<file path="src/rtl/tick_gen_pkg.sv">
// ---------------------------------------------------------------------------
// tick_gen_pkg
// Shared types and helpers for the multi-channel tick generator.
//   ch_state_t : channel FSM state (IDLE / RUN)
//   cnt_w_of() : counter width needed to hold 0..n-1 (minimum 1 bit)
// ---------------------------------------------------------------------------
package tick_gen_pkg;

    typedef enum logic {
        IDLE = 1'b0,
        RUN  = 1'b1
    } ch_state_t;

    function automatic int cnt_w_of(input int n);
        return (n > 1) ? $clog2(n) : 1;
    endfunction

endpackage

</file>
<file path="src/rtl/tick_gen_ch.sv">
// ---------------------------------------------------------------------------
// tick_gen_ch
// One channel of the tick generator: IDLE/RUN FSM, base_tick counter and the
// registered output strobe. Optional square-wave register (TICK_GEN_SQUARE_EN).
// Ports:
//   clk, rst     : clock, async active-high reset
//   i_base_tick  : prescaler strobe, advances the counter while running
//   i_start      : start/restart strobe (ignored when i_period == 0)
//   i_stop       : stop strobe, dominates i_start
//   i_oneshot    : mode latched at start (1 = one-shot)
//   i_period     : period in base_ticks, latched at start
//   o_tick       : 1-cycle strobe, registered
//   o_busy       : high while in RUN
//   o_wave       : toggles on each tick, cleared on stop (macro only)
// ---------------------------------------------------------------------------
module tick_gen_ch
    import tick_gen_pkg::*;
#(
    parameter int CNT_W = 16
) (
    input  logic             clk,
    input  logic             rst,
    input  logic             i_base_tick,
    input  logic             i_start,
    input  logic             i_stop,
    input  logic             i_oneshot,
    input  logic [CNT_W-1:0] i_period,
    output logic             o_tick,
    output logic             o_busy
`ifdef TICK_GEN_SQUARE_EN
    ,
    output logic             o_wave
`endif
);

    ch_state_t        r_state;
    logic [CNT_W-1:0] r_cnt;
    logic [CNT_W-1:0] r_period_q;
    logic             r_mode_q;
    logic             r_tick;
    logic             w_load;
    logic             w_term;
`ifdef TICK_GEN_SQUARE_EN
    logic             r_wave;
`endif

    // A zero period would never terminate, so such a start is dropped.
    assign w_load = i_start && (i_period != '0);
    // period_q is never 0 in RUN, so period_q-1 cannot underflow.
    assign w_term = (r_cnt == r_period_q - 1'b1);

    always_ff @(posedge clk or posedge rst) begin
        if (rst) begin
            r_state    <= IDLE;
            r_cnt      <= '0;
            r_period_q <= '0;
            r_mode_q   <= 1'b0;
            r_tick     <= 1'b0;
`ifdef TICK_GEN_SQUARE_EN
            r_wave     <= 1'b0;
`endif
        end else begin
            r_tick <= 1'b0;
            if (i_stop) begin
                // Stop dominates start and suppresses a coincident terminal tick.
                r_state <= IDLE;
                r_cnt   <= '0;
`ifdef TICK_GEN_SQUARE_EN
                r_wave  <= 1'b0;
`endif
            end else if (w_load) begin
                r_state    <= RUN;
                r_cnt      <= '0;
                r_period_q <= i_period;
                r_mode_q   <= i_oneshot;
            end else if (r_state == RUN && i_base_tick) begin
                if (w_term) begin
                    r_cnt  <= '0;
                    r_tick <= 1'b1;
`ifdef TICK_GEN_SQUARE_EN
                    r_wave <= ~r_wave;
`endif
                    // One-shot leaves RUN on the same edge that raises the tick.
                    if (r_mode_q)
                        r_state <= IDLE;
                end else begin
                    r_cnt <= r_cnt + 1'b1;
                end
            end
        end
    end

    assign o_tick = r_tick;
    assign o_busy = (r_state == RUN);
`ifdef TICK_GEN_SQUARE_EN
    assign o_wave = r_wave;
`endif

endmodule

</file>
<file path="src/rtl/tick_gen_multi.sv">
// ---------------------------------------------------------------------------
// tick_gen_multi
// Shared prescaler feeding NUM_CH independent programmable tick channels.
// Optional feature macro: TICK_GEN_SQUARE_EN adds the ch_wave square outputs.
// Ports:
//   clk, rst   : clock, async active-high reset
//   ch_start   : per-channel start/restart strobe
//   ch_stop    : per-channel stop strobe (wins over start)
//   ch_oneshot : per-channel mode, sampled at start
//   ch_period  : per-channel period in base_ticks, ch i at [i*CNT_W +: CNT_W]
//   base_tick  : prescaler strobe, every PRE_DIV cycles
//   ch_tick    : per-channel registered 1-cycle strobe
//   ch_busy    : per-channel RUN indicator
//   ch_wave    : per-channel square wave (macro only)
// ---------------------------------------------------------------------------
module tick_gen_multi
    import tick_gen_pkg::*;
#(
    parameter int PRE_DIV = 10000,
    parameter int NUM_CH  = 4,
    parameter int CNT_W   = 16
) (
    input  logic                    clk,
    input  logic                    rst,
    input  logic [NUM_CH-1:0]       ch_start,
    input  logic [NUM_CH-1:0]       ch_stop,
    input  logic [NUM_CH-1:0]       ch_oneshot,
    input  logic [NUM_CH*CNT_W-1:0] ch_period,
    output logic                    base_tick,
    output logic [NUM_CH-1:0]       ch_tick,
    output logic [NUM_CH-1:0]       ch_busy
`ifdef TICK_GEN_SQUARE_EN
    ,
    output logic [NUM_CH-1:0]       ch_wave
`endif
);

    localparam int               PRE_W    = cnt_w_of(PRE_DIV);
    localparam logic [PRE_W-1:0] PRE_LAST = PRE_W'(PRE_DIV - 1);

    logic [PRE_W-1:0] r_pre_cnt;
    logic             w_base_tick;

    // With PRE_DIV == 1 the counter sits at 0 == PRE_LAST, so base_tick is constant 1.
    assign w_base_tick = (r_pre_cnt == PRE_LAST);
    assign base_tick   = w_base_tick;

    always_ff @(posedge clk or posedge rst) begin
        if (rst)
            r_pre_cnt <= '0;
        else if (w_base_tick)
            r_pre_cnt <= '0;
        else
            r_pre_cnt <= r_pre_cnt + 1'b1;
    end

    for (genvar i = 0; i < NUM_CH; i++) begin : g_ch
        tick_gen_ch #(
            .CNT_W (CNT_W)
        ) u_ch (
            .clk         (clk),
            .rst         (rst),
            .i_base_tick (w_base_tick),
            .i_start     (ch_start[i]),
            .i_stop      (ch_stop[i]),
            .i_oneshot   (ch_oneshot[i]),
            .i_period    (ch_period[i*CNT_W +: CNT_W]),
            .o_tick      (ch_tick[i]),
            .o_busy      (ch_busy[i])
`ifdef TICK_GEN_SQUARE_EN
            ,
            .o_wave      (ch_wave[i])
`endif
        );
    end

endmodule

</file>
<file path="config.mk">
export PLATFORM = sky130hd
export DESIGN_NAME = tick_gen_multi
export DESIGN_NICKNAME = d
export VERILOG_FILES = /design/src/rtl/tick_gen_pkg.sv /design/src/rtl/tick_gen_ch.sv /design/src/rtl/tick_gen_multi.sv
export SDC_FILE = /design/constraint.sdc
export NUM_CORES = 1
export LEC_CHECK = 0
export BUFFER_PORTS_ARGS = -buffer_cell sky130_fd_sc_hd__buf_4
export CORE_UTILIZATION = 50
export CTS_CLUSTER_SIZE = 10
export DETAILED_ROUTE_END_ITERATION = 8
export PLACE_DENSITY = 0.69
export REMOVE_ABC_BUFFERS = 1
export SLEW_MARGIN = 20
export SYNTH_ARGS = -nofsm -noshare
export SYNTH_HDL_FRONTEND = slang
export SYNTH_SLANG_ARGS = --single-unit
</file>
<file path="constraint.sdc">
create_clock -name clk -period 8.2 [get_ports clk]
set_clock_uncertainty 0.05 [all_clocks]
set_input_delay 1.23 -clock clk [delete_from_list [all_inputs] [get_ports clk]]
set_output_delay 1.23 -clock clk [all_outputs]
set_load 0.005 [all_outputs]
</file>
==> impl_results.md, run 1 <==
- Clock Sinks: 154
- Share of layout cells above drive strength 1: 18.9%
- Cell area after synthesis: 0.00959 mm²
- Ys async rst share: 100%
- RSZ-0062 raised after global routing: no
- Max-slew violations: 0
- Fin cells: 1340
- CTS tree: yes
- # setup viols final: 0
- Hold_ws: 0.401 ns
- Initial antenna violation count: 0
- Filler cell count: 1636
- Drt via density: 5.80
- Combinational share of power: 15.0%
- CTS Buffer Depth: 2
- Sequential share of power: 44.8%
- Worst setup margin: 4.31 ns
- Detail Placement HPWL: 14.5 mm
- Ys flop type: dfrtp_1
- Total track usage: 22.0%
- Ant diodes: 0
- Switching power total: 0.538 mW
- Top-area cell type share of the netlist area: 40.2%
- Die width: 141 µm
- Layout net count: 1180
- Rel. slew slack: 36.4%
- Cell variety after synth: 73
- Max Clk Rate: 0.257 GHz
- Die area: 0.0197 mm²
- Area leader, netlist: dfrtp_1
- CTS clk-pin slew, worst paths: 0.06 ns
- Total CTS buffers: 17
- Area grow syn2layout: 14.1%
- Internal: 1.44 mW
- Max VDD drop: 144 µV
- Register area share after synthesis: 40.2%
- Root buffer cell: clkbuf_16
- Clock power share: 40.2%
- IO Pins: 87
- Post-Place Cells: 1308
- Row cnt: 50
- Setup Crit Path Kind: primary input to register
- Drt wl/cell: 15.5 µm
- Buffers on Ports: 86
- Seq cells post-synth: 154
- DIE HEIGHT: 141 µm
- Final Hold Fails: 0
- First-pass GRT wire length: 35.3 mm
- Resized Gates After CTS: 0
- TNS Setup: 0 ns
- Largest net degree at the start of global routing: 79
- # hold bufs at CTS: 0
- Final min period: 3.89 ns
- CP startpoint: ch_period[26]
- Synthesized instance count: 1034
- Crit path DAT: 4.20 ns
- Result of the run: finished clean
- Vias post-DR: 7776
- Drt pass-1 iters: 5
- Min-Delay Path Class: register to register
- Antenna-violating nets left: 0
- Tightest Pin Transition: 0.953 ns
- Synth top area cells: dfrtp_1, mux2_2, xnor2_1, nand2_1, xor2_1
- Grt total ovfl: 0
- Setup WS pre-CTS: 3.92 ns
- Syn_area_per_cell: 9.28 µm²
- H-tree depth: 4
- Sw Ratio: 27.2%
- Post-synth EDFFs: 0
- DRC: 0
- Yosys warnings: 0
- Pwr/cell area: 181 mW/mm²
- Routability cong.: 0.827
- Required time of the worst setup path: 8.52 ns
- CP Launch Type: primary input
- Max-cap violations: 0
- Initial core utilization: 51.1%
- Worst-path fanout max: 17
- Clk Latency, worst-skew pair: 0.43 ns
- Vias in the first global route: 7323
- Core Area: 0.0188 mm²
- Starting DRT DRC Count: 482
- # Post-CTS Setup Buffers: 0
- Final Power: 1.98 mW
- Worst setup EP type: register
- RR Startpoint: g_ch[1].u_ch.r_period_q[0]
- Total leakage power: 4.52 nW
- Worst hold start: r_pre_cnt[0]
- Routed WL: 20.8 mm
- Final worst-path cycle share: 47.4%
## critical path, stage by stage
cell and delay, ns:
buf_4 0.11, nor4_1 0.54, a41oi_1 0.32, nor2_1 0.77, nand3_1 0.66, nor3_1 0.36
o22ai_1 0.11, nand2_1 0.10
## cell usage after synthesis, drive strengths merged (5+ instances only)
cell type  count
a211oi         8
a21oi         11
a31oi         11
and2          10
and3          33
buf           22
clkbuf        32
dfrtp        154
ha             9
inv           24
mux2          58
nand2        110
nand2b         5
nand3         56
nand3b         8
nand4         25
nand4b        11
nor2          72
nor2b         19
nor3          56
nor3b          5
nor4          28
nor4b          6
o211ai         5
o21ai         29
o22ai         16
or2            7
or3           12
or4           14
or4b          11
xnor2         63
xor2          47
## cell usage in the layout (no fill, tap or decap), types with 4 or more instances in the layout
| master | synthesis | final |
|---|---|---|
| o211ai_1 | 4 | 4 |
| nand2b_1 | 5 | 5 |
| and2_1 | 9 | 9 |
| nor2b_1 | 19 | 19 |
| a31oi_1 | 11 | 11 |
| buf_4 | 8 | 94 |
| or4b_1 | 7 | 7 |
| o21ai_0 | 27 | 27 |
| clkbuf_16 | 0 | 17 |
| nor2_1 | 72 | 72 |
| xnor2_1 | 63 | 63 |
| clkinvlp_4 | 0 | 4 |
| o31ai_1 | 4 | 4 |
| o22ai_1 | 16 | 16 |
| a21oi_1 | 11 | 11 |
| nor4b_1 | 5 | 4 |
| nand3b_1 | 8 | 8 |
| and4_1 | 4 | 4 |
| or4_1 | 12 | 12 |
| inv_1 | 24 | 23 |
| xor2_1 | 47 | 47 |
| or3_1 | 12 | 12 |
| dfrtp_1 | 154 | 154 |
| a211oi_1 | 8 | 8 |
| a41oi_1 | 4 | 4 |
| nor3_1 | 55 | 55 |
| mux2_2 | 58 | 58 |
| nand2_1 | 110 | 110 |
| ha_1 | 9 | 9 |
| nor3b_1 | 5 | 5 |
| nor4_1 | 22 | 22 |
| or2_2 | 7 | 7 |
| clkbuf_1 | 32 | 4 |
| and3_1 | 33 | 33 |
| o32ai_1 | 4 | 4 |
| nand3_1 | 56 | 56 |
| or4b_2 | 4 | 4 |
| nand4_1 | 25 | 25 |
| nand4b_1 | 11 | 11 |
## registers in the layout, indices dropped and copies added, names as in the netlist
register,flops
g_ch.u_ch.o_tick,4
g_ch.u_ch.r_mode_q,4
g_ch.u_ch.o_busy,4
g_ch.u_ch.r_cnt,64
g_ch.u_ch.r_period_q,64
r_pre_cnt,14
## worst paths after layout
kind                                               end  slack, ns  depth (start not counted)
hold reg to reg                           r_pre_cnt[0]       0.40                          1
hold / removal                            r_pre_cnt[0]       0.40                          1
setup reg to reg                   g_ch[1].u_ch.o_busy       4.73                          9
min in group asynchronous   g_ch[1].u_ch.r_period_q[2]       0.87                          2
setup / recovery                g_ch[1].u_ch.r_cnt[10]       4.31                          8
max in group asynchronous  g_ch[0].u_ch.r_period_q[13]       5.81                          3
## layout make-up
type / instances / area (µm²) / area share (%)
clock inverters: 11 / 148 / 1.35
clock buffers: 21 / 440 / 4.02
well taps: 234 / 293 / 2.68
inverters: 24 / 95.1 / 0.869
multi-input cells: 802 / 5410 / 49.4
repair buffers: 94 / 706 / 6.45
flip-flops and latches: 154 / 3850 / 35.2
## power by group through the flow
stage          sequential, mW  combinational (mW)  clock (mW)
2_1_floorplan           0.877               0.216           0
3_3_place_gp            0.897               0.290           0
5_1_grt                 0.897               0.333       0.842
3_5_place_dp            0.898               0.297           0
4_1_cts                 0.885               0.299       0.809
6_report                0.886               0.297       0.794
## metal layers
metal  share of wire [%]  global-route usage (%)  up-vias  wire (µm)
li1                    -                       -     3879          -
met1                  48                    30.1     3743      10100
met2                  47                    35.7      132       9770
met3                 3.3                    3.86       22        679
met4                 1.3                    6.69        0        270
met5                   0                       0        -          0
## logic make-up after synthesis
group / Yosys count / synth area share [%]
DFF: 154 / 40.2
adders and majority gates: 9 / 1.17
muxes: 61 / 7.12
and+or+nand+nor: 496 / 28.3
AOI/OAI and AO/OA: 126 / 9.52
buffers and inverters: 78 / 3.70
xor gates and xnor gates: 110 / 10.0
## stage by stage
stage	instance area, µm²	util, %
after detailed placement	10300	55.1
after floorplan	9330	-
after global placement	10300	55.1
after global routing	10900	58.3
final	10900	58.3
after CTS	10900	58.3
No activity file was read; power rests on OpenSTA's default activity.
==> run 2: changes to the inputs <==
--- a/config.mk
+++ b/config.mk
@@ -5,6 +5,7 @@
 export SDC_FILE = /design/constraint.sdc
 export NUM_CORES = 1
 export LEC_CHECK = 0
+export ABC_AREA = 1
 export BUFFER_PORTS_ARGS = -buffer_cell sky130_fd_sc_hd__buf_4
 export CORE_UTILIZATION = 50
 export CTS_CLUSTER_SIZE = 10
==> constraint.sdc (replaced) <==
create_clock -name clk -period 3.75 [get_ports clk]
set_clock_uncertainty 0.05 [all_clocks]
set_input_delay 0.5625 -clock clk [delete_from_list [all_inputs] [get_ports clk]]
set_output_delay 0.5625 -clock clk [all_outputs]
set_load 0.005 [all_outputs]
==> run 2 against run 1 <==
Effect of this change:
- synthesized area up 8.4%
- routed wire length grew 14%
- clock-buffer cell count decreased by 1
- highest routed layer unchanged
- synthesized cell count increased by 47%
- combinational power increased to 2.6 times the previous value
- via count is 21% higher
- final area increased by 9.2%
- flip-flop and latch count did not move
- total power up 130%
- critical path depth down 2
- non-clock buffer count rose by 1
- sequential share of layout area shrank 3.0 points
==> impl_results.md, run 2 <==
- Result of the run: finished clean
- Setup Crit Path Kind: register to output pin
- Core Area: 0.0203 mm² (+8.2%)
- Die width: 146 µm (+4.1%)
- Buffers on Ports: 86 (unchanged)
- Antenna-violating nets left: 0 (unchanged)
- Synthesized instance count: 1524 (+47%)
- Sequential share of power: 41.2% (-3.6 points)
- Clk Latency, worst-skew pair: 0.42 ns (about the same)
- Final worst-path cycle share: 73.1%
- Post-Place Cells: 1859 (+42%)
- Switching power total: 1.26 mW (+130%)
- Drt pass-1 iters: 5 (unchanged)
- Syn_area_per_cell: 6.83 µm² (-26%)
- Initial antenna violation count: 0 (unchanged)
- Layout net count: 1695 (+44%)
- Cell variety after synth: 43 (-41%)
- Post-synth EDFFs: 0 (unchanged)
- Vias post-DR: 9413 (+21%)
- Max-slew violations: 0 (unchanged)
- Yosys warnings: 0 (unchanged)
- DIE HEIGHT: 146 µm (+4.1%)
- CTS tree: yes
- H-tree depth: 4 (unchanged)
- CP Launch Type: register
- Max Clk Rate: 0.365 GHz
- Total leakage power: 5.90 nW (+31%)
- Tightest Pin Transition: 0.778 ns (-0.176 ns)
- # hold bufs at CTS: 0 (unchanged)
- Synth top area cells: dfrtp_1, nand2_1, nor2_1, inv_1, nand3_1
- Drt via density: 4.98 (-14%)
- Hold_ws: 0.239 ns (-0.162 ns)
- Max-cap violations: 0 (unchanged)
- Min-Delay Path Class: primary input to asynchronous set/reset pin
- Pwr/cell area: 380 mW/mm² (+110%)
- Ys async rst share: 100% (unchanged)
- DRC: 0 (unchanged)
- RSZ-0062 raised after global routing: no
- Final min period: 2.74 ns
- First-pass GRT wire length: 40.7 mm (+15%)
- Max VDD drop: 245 µV (+70%)
- Placed inst area: 0.0113 mm² (+9.2%)
- Area grow syn2layout: 14.9%
- Fin cells: 1890 (+41%)
- Seq cells post-synth: 154 (unchanged)
- Resized Gates After CTS: 0 (unchanged)
- Total track usage: 23.2% (+1.2 points)
- Detail Placement HPWL: 17.9 mm (+23%)
- Ys flop type: dfrtp_1
- Clock Sinks: 154 (unchanged)
- Clock power share: 42.0% (+1.8 points)
- Initial core utilization: 51.2% (+0.13 points)
- Register area share after synthesis: 37.0% (-3.1 points)
- Most frequent cells in the layout: nand2_1, nor2_1, inv_1
- Rel. slew slack: 48.0% (+12 points)
- CTS Buffer Depth: 2 (unchanged)
- Area leader, netlist: dfrtp_1
- Share of layout cells above drive strength 1: 12.3% (-6.6 points)
- # setup viols final: 0 (unchanged)
- Starting DRT DRC Count: 644 (+34%)
- CTS clk-pin slew, worst paths: 0.07 ns (about the same)
- Row cnt: 52 (+4.0%)
- Sw Ratio: 27.6% (+0.43 points)
- Cell area after synthesis: 0.0104 mm² (+8.4%)
- Most common cell in the netlist: nand2_1
- Worst setup EP type: output pin
- Root buffer cell: clkbuf_16
- Crit path DAT: 2.13 ns (-2.07 ns)
- Largest net degree at the start of global routing: 86 (+8.9%)
- Ant diodes: 0 (unchanged)
- Die area: 0.0214 mm² (+8.3%)
- Routability cong.: 0.892 (+7.8%)
- Final instance area: 0.0119 mm² (+9.2%)
- Top-area cell type share of the netlist area: 37.0% (-3.1 points)
- IO Pins: 87 (unchanged)
- Grt total ovfl: 0 (unchanged)
- Drt wl/cell: 12.5 µm (-19%)
- Biggest regs: g_ch.u_ch.r_cnt x64, g_ch.u_ch.r_period_q x64, r_pre_cnt x14
- Total CTS buffers: 17 (unchanged)
- Required time of the worst setup path: 3.14 ns (-5.38 ns)
- Internal: 3.29 mW (+130%)
- Routed WL: 23.6 mm (+14%)
- Worst-path fanout max: 7 (-10)
- Combinational share of power: 16.8% (+1.8 points)
- Final Hold Fails: 0 (unchanged)
- Commonest cells in the netlist: nand2_1, nor2_1, inv_1, dfrtp_1, nand3_1
- Vias in the first global route: 8816 (+20%)
- # Post-CTS Setup Buffers: 0 (unchanged)
- Most common cell after layout, fill and taps aside: nand2_1
-- run 2: final cells by class --
class	instances	area, µm²
Clock buffer	20	457
Multi-Input combinational cell	1156	5690
Clock inverter	11	193
Timing Repair Buffer	95	726
Inverter	184	696
Sequential cell	154	3850
Tap cell	270	338
Fill cell	1946	8350
-- run 2: through the flow --
stage               utilization, %  worst slack [ns]  TNS, ns  total power, mW
finish                        58.9              1.01        0             4.54
global route                  58.9             0.862        0             4.78
CTS                           58.9              1.01        0             4.58
detailed placement            55.7              1.32        0             2.67
global placement              55.7              1.37        0             2.65
floorplan                        -             -1.01  -155.89             2.44
-- run 2: worst max-delay path, stage by stage, from the launching register on --
cell and delay [ns]:
dfrtp_1 0.37, ha_1 0.23, nand3_1 0.18, nor2_1 0.24, nand2_1 0.26, inv_1 0.25, buf_4 0.17
-- run 2: path summary, 6_finish.rpt --
check	end	depth (start not counted)	slack (ns)	start
hold reg to reg	r_pre_cnt[0]	1	0.42	r_pre_cnt[0]
min in group clk	g_ch[1].u_ch.r_period_q[6]	3	0.30	ch_period[22]
setup / recovery	base_tick	6	1.01	r_pre_cnt[0]
hold / removal	g_ch[2].u_ch.r_period_q[0]	2	0.24	rst
max in group asynchronous	g_ch[3].u_ch.r_cnt[15]	3	2.61	rst
setup reg to reg	g_ch[1].u_ch.r_cnt[15]	13	1.30	g_ch[1].u_ch.r_period_q[0]
-- run 2: routing by layer --
metal | wire [µm] | share of wire, % | GRT usage [%]
met2 | 10800 | 46 | 37.7
met5 | 0 | 0 | 0
met1 | 11500 | 49 | 31.6
met4 | 486 | 2.1 | 8.28
met3 | 816 | 3.5 | 3.34
-- run 2: power by group through the flow --
stage	logic [mW]	registers (mW)	clock network, mW
finish	0.764	1.87	1.91
global route	0.882	1.89	2.00
CTS	0.771	1.87	1.94
global placement	0.753	1.90	0
floorplan	0.563	1.87	0
detailed placement	0.766	1.90	0
-- run 2: cell families after synthesis --
| group | Yosys count | synth area share [%] |
|---|---|---|
| AO/OA/AOI/OAI | 89 | 4.63 |
| XOR/XNOR | 82 | 6.90 |
| multiplexers | 17 | 1.84 |
| buffers and inverters | 214 | 8.30 |
| AND/OR/NAND/NOR | 959 | 40.2 |
| adder cells (fa/ha/maj) | 9 | 1.08 |
| flip-flops | 154 | 37.0 |
==> run 3: changes to the inputs <==
--- a/config.mk
+++ b/config.mk
@@ -5,12 +5,12 @@
 export SDC_FILE = /design/constraint.sdc
 export NUM_CORES = 1
 export LEC_CHECK = 0
-export ABC_AREA = 1
+export ABC_AREA = 0
 export BUFFER_PORTS_ARGS = -buffer_cell sky130_fd_sc_hd__buf_4
 export CORE_UTILIZATION = 50
 export CTS_CLUSTER_SIZE = 10
 export DETAILED_ROUTE_END_ITERATION = 8
-export PLACE_DENSITY = 0.69
+export PLACE_DENSITY = 0.72
 export REMOVE_ABC_BUFFERS = 1
 export SLEW_MARGIN = 20
 export SYNTH_ARGS = -nofsm -noshare
==> constraint.sdc (replaced) <==
create_clock -name clk -period 2.32 [get_ports clk]
set_clock_uncertainty 0.05 [all_clocks]
set_input_delay 0.348 -clock clk [delete_from_list [all_inputs] [get_ports clk]]
set_output_delay 0.348 -clock clk [all_outputs]
set_load 0.005 [all_outputs]
==> run 3 against run 2 <==
Effect of this change:
- first-iteration DRC count shrank 11%
- critical endpoint is now g_ch[2].u_ch.r_cnt[14]
- clock power up 46%
- final area is 11% higher
- highest routed layer unchanged
- sequential power grew 62%
- critical path type is now register to register
- sequential share of layout area fell by 3.2 points
- routed wire length grew 8.8%
- largest cell class unchanged
- total power is 67% higher
- flip-flop and latch count unchanged
- the run now ends with setup timing left
- via count decreased by 5.1%
- non-clock buffer count is 200 higher
- clock-buffer cell count up 1
==> impl_results.md, run 3 (same netlist as run 1, synthesis figures left out) <==
- Most frequent cells in the layout: buf_4, dfrtp_1, nand2_1
- Root buffer cell: clkbuf_16
- Worst setup margin: -0.570 ns (-1.58 ns)
- Grt total ovfl: 0 (unchanged)
- Max VDD drop: 464 µV (+89%)
- Crit path DAT: 3.15 ns (+1.02 ns)
- Worst-path fanout max: 8 (+1)
- Initial antenna violation count: 0 (unchanged)
- Die width: 141 µm (-3.9%)
- Row cnt: 50 (-3.8%)
- Most common cell after layout, fill and taps aside: buf_4
- RR Startpoint: g_ch[2].u_ch.r_period_q[3]
- Drt pass-1 iters: 5 (unchanged)
- TNS Setup: -21.21 ns (-21.21 ns)
- Required time of the worst setup path: 2.58 ns (-0.56 ns)
- Vias in the first global route: 8884 (+0.77%)
- Setup Crit Path Kind: register to register
- Fin cells: 1542 (-18%)
- Final Hold Fails: 0 (unchanged)
- DRC: 0 (unchanged)
- Largest net degree at the start of global routing: 51 (-41%)
- Worst r2r path cells: 7 (-6)
- DIE HEIGHT: 141 µm (-3.9%)
- CTS Buffer Depth: 2 (unchanged)
- Die area: 0.0197 mm² (-7.7%)
- Routed WL: 25.7 mm (+8.8%)
- Footprint of the multi-input gates: 0.00607 mm² (+6.8%)
- FF-to-FF setup slack: -0.57 ns (-1.87 ns)
- Area grow syn2layout: 38.4%
- Initial core utilization: 51.1% (-0.13 points)
- Routability cong.: 0.842 (-5.7%)
- Drt via density: 5.79 (+16%)
- Final Power: 7.61 mW (+67%)
- First-pass GRT wire length: 42.4 mm (+4.2%)
- Biggest regs: g_ch.u_ch.r_cnt x64, g_ch.u_ch.r_period_q x64, r_pre_cnt x14
- RSZ-0062 raised after global routing: yes
- Detail Placement HPWL: 17.0 mm (-5.0%)
- Filler cell count: 1394 (-28%)
- Total leakage power: 5.72 nW (-3.1%)
- Clock Sinks: 154 (unchanged)
- Share of layout cells above drive strength 1: 39.0% (+27 points)
- Core Area: 0.0188 mm² (-7.5%)
- Min-Delay Path Class: primary input to register
- Total CTS buffers: 17 (unchanged)
- Ant diodes: 0 (unchanged)
- Vias post-DR: 8932 (-5.1%)
- Starting DRT DRC Count: 575 (-11%)
- CP Launch Type: register
- Result of the run: complete, but fails checks
- Max-cap violations: 0 (unchanged)
- Max Clk Rate: 0.346 GHz
- Drt wl/cell: 16.6 µm (+33%)
- # setup viols final: 72 (+72)
- Antenna-violating nets left: 0 (unchanged)
- Pwr/cell area: 573 mW/mm² (+51%)
- R2r endpoint: g_ch[2].u_ch.r_cnt[14]
- Worst setup EP type: register
- Total track usage: 26.6% (+3.4 points)
- Min-Delay Path Depth: 2
- Rel. slew slack: 58.6% (+11 points)
- Failing checks: setup timing
- CTS tree: yes
- CP endpoint: g_ch[2].u_ch.r_cnt[14]
- Final min period: 2.89 ns
- Layout net count: 1383 (-18%)
- Seq. cell area: 0.00385 mm² (unchanged)
- Tightest Pin Transition: 0.619 ns (-0.159 ns)
- IO Pins: 87 (unchanged)
- CP startpoint: g_ch[2].u_ch.r_period_q[3]
- CTS clk-pin slew, worst paths: 0.06 ns (about the same)
- Clk Latency, worst-skew pair: 0.43 ns (about the same)
- Post-Place Cells: 1481 (-20%)
- Final worst-path cycle share: 125%
- H-tree depth: 4 (unchanged)
- Post-layout util: 70.7% (+12 points)
- Max-slew violations: 0 (unchanged)
- Hold_ws: 0.0512 ns (-0.188 ns)
- Buffers on Ports: 86 (unchanged)
==> run 3: layout make-up <==
class	instances	share of cell area, %
Multi-Input combinational cell	804	45.8
Tap cell	234	2.21
Timing Repair Buffer	295	17.9
Inverter	24	0.716
Sequential cell	154	29.0
Clock buffer	21	3.47
Clock inverter	10	0.895
==> run 3: routing by layer <==
layer / part of all wire (%) / GRT usage (%) / vias to the layer above / wire, µm
li1: - / - / 4287 / -
met1: 44 / 34.2 / 4383 / 11200
met2: 51 / 46.0 / 214 / 13000
met3: 3.9 / 4.68 / 48 / 1010
met4: 1.6 / 7.55 / 0 / 412
met5: 0 / 0 / - / 0
==> run 3: what timing repair did <==
action                                  in CTS  in global routing
gates resized for setup                    133                 36
endpoints found under the setup margin      73                 73
pin swaps                                   93                 34
hold endpoints to repair                    33                  0
setup buffers                               14                 10
hold buffers                                 1                  0
gates cloned                                 6                  0
==> run 3: worst min path at each step <==
stage	from	end
after detailed placement	rst	g_ch[1].u_ch.o_tick
after global routing	ch_stop[0]	g_ch[0].u_ch.o_busy
after global placement	rst	g_ch[1].u_ch.o_tick
after floorplan	ch_stop[3]	g_ch[3].u_ch.o_busy
after CTS	ch_stop[3]	g_ch[3].u_ch.o_busy
final	ch_stop[0]	g_ch[0].u_ch.o_busy
==> run 3: per-stage QoR <==
stage / instance area, µm² / setup WS (ns)
2_1_floorplan: 9330 / -2.23
3_3_place_gp: 11700 / -0.785
3_5_place_dp: 11700 / -0.819
4_1_cts: 13000 / -0.571
5_1_grt: 13300 / -0.644
6_report: 13300 / -0.570
==> run 3: worst max-delay path: stages (launching register included) <==
cell     delay, ns
dfrtp_1       0.38
or4_4         0.55
or4_4         0.43
xnor2_1       0.15
or3_4         0.35
or4_4         0.57
or4b_4        0.23
nand3_1       0.06
==> run 3: report_power, final <==
group	switching [mW]	total, mW	internal, mW	leakage [nW]
clock	1.14	2.78	1.64	0.276
sequential	0.165	3.03	2.86	1.99
combinational	0.866	1.81	0.939	3.46
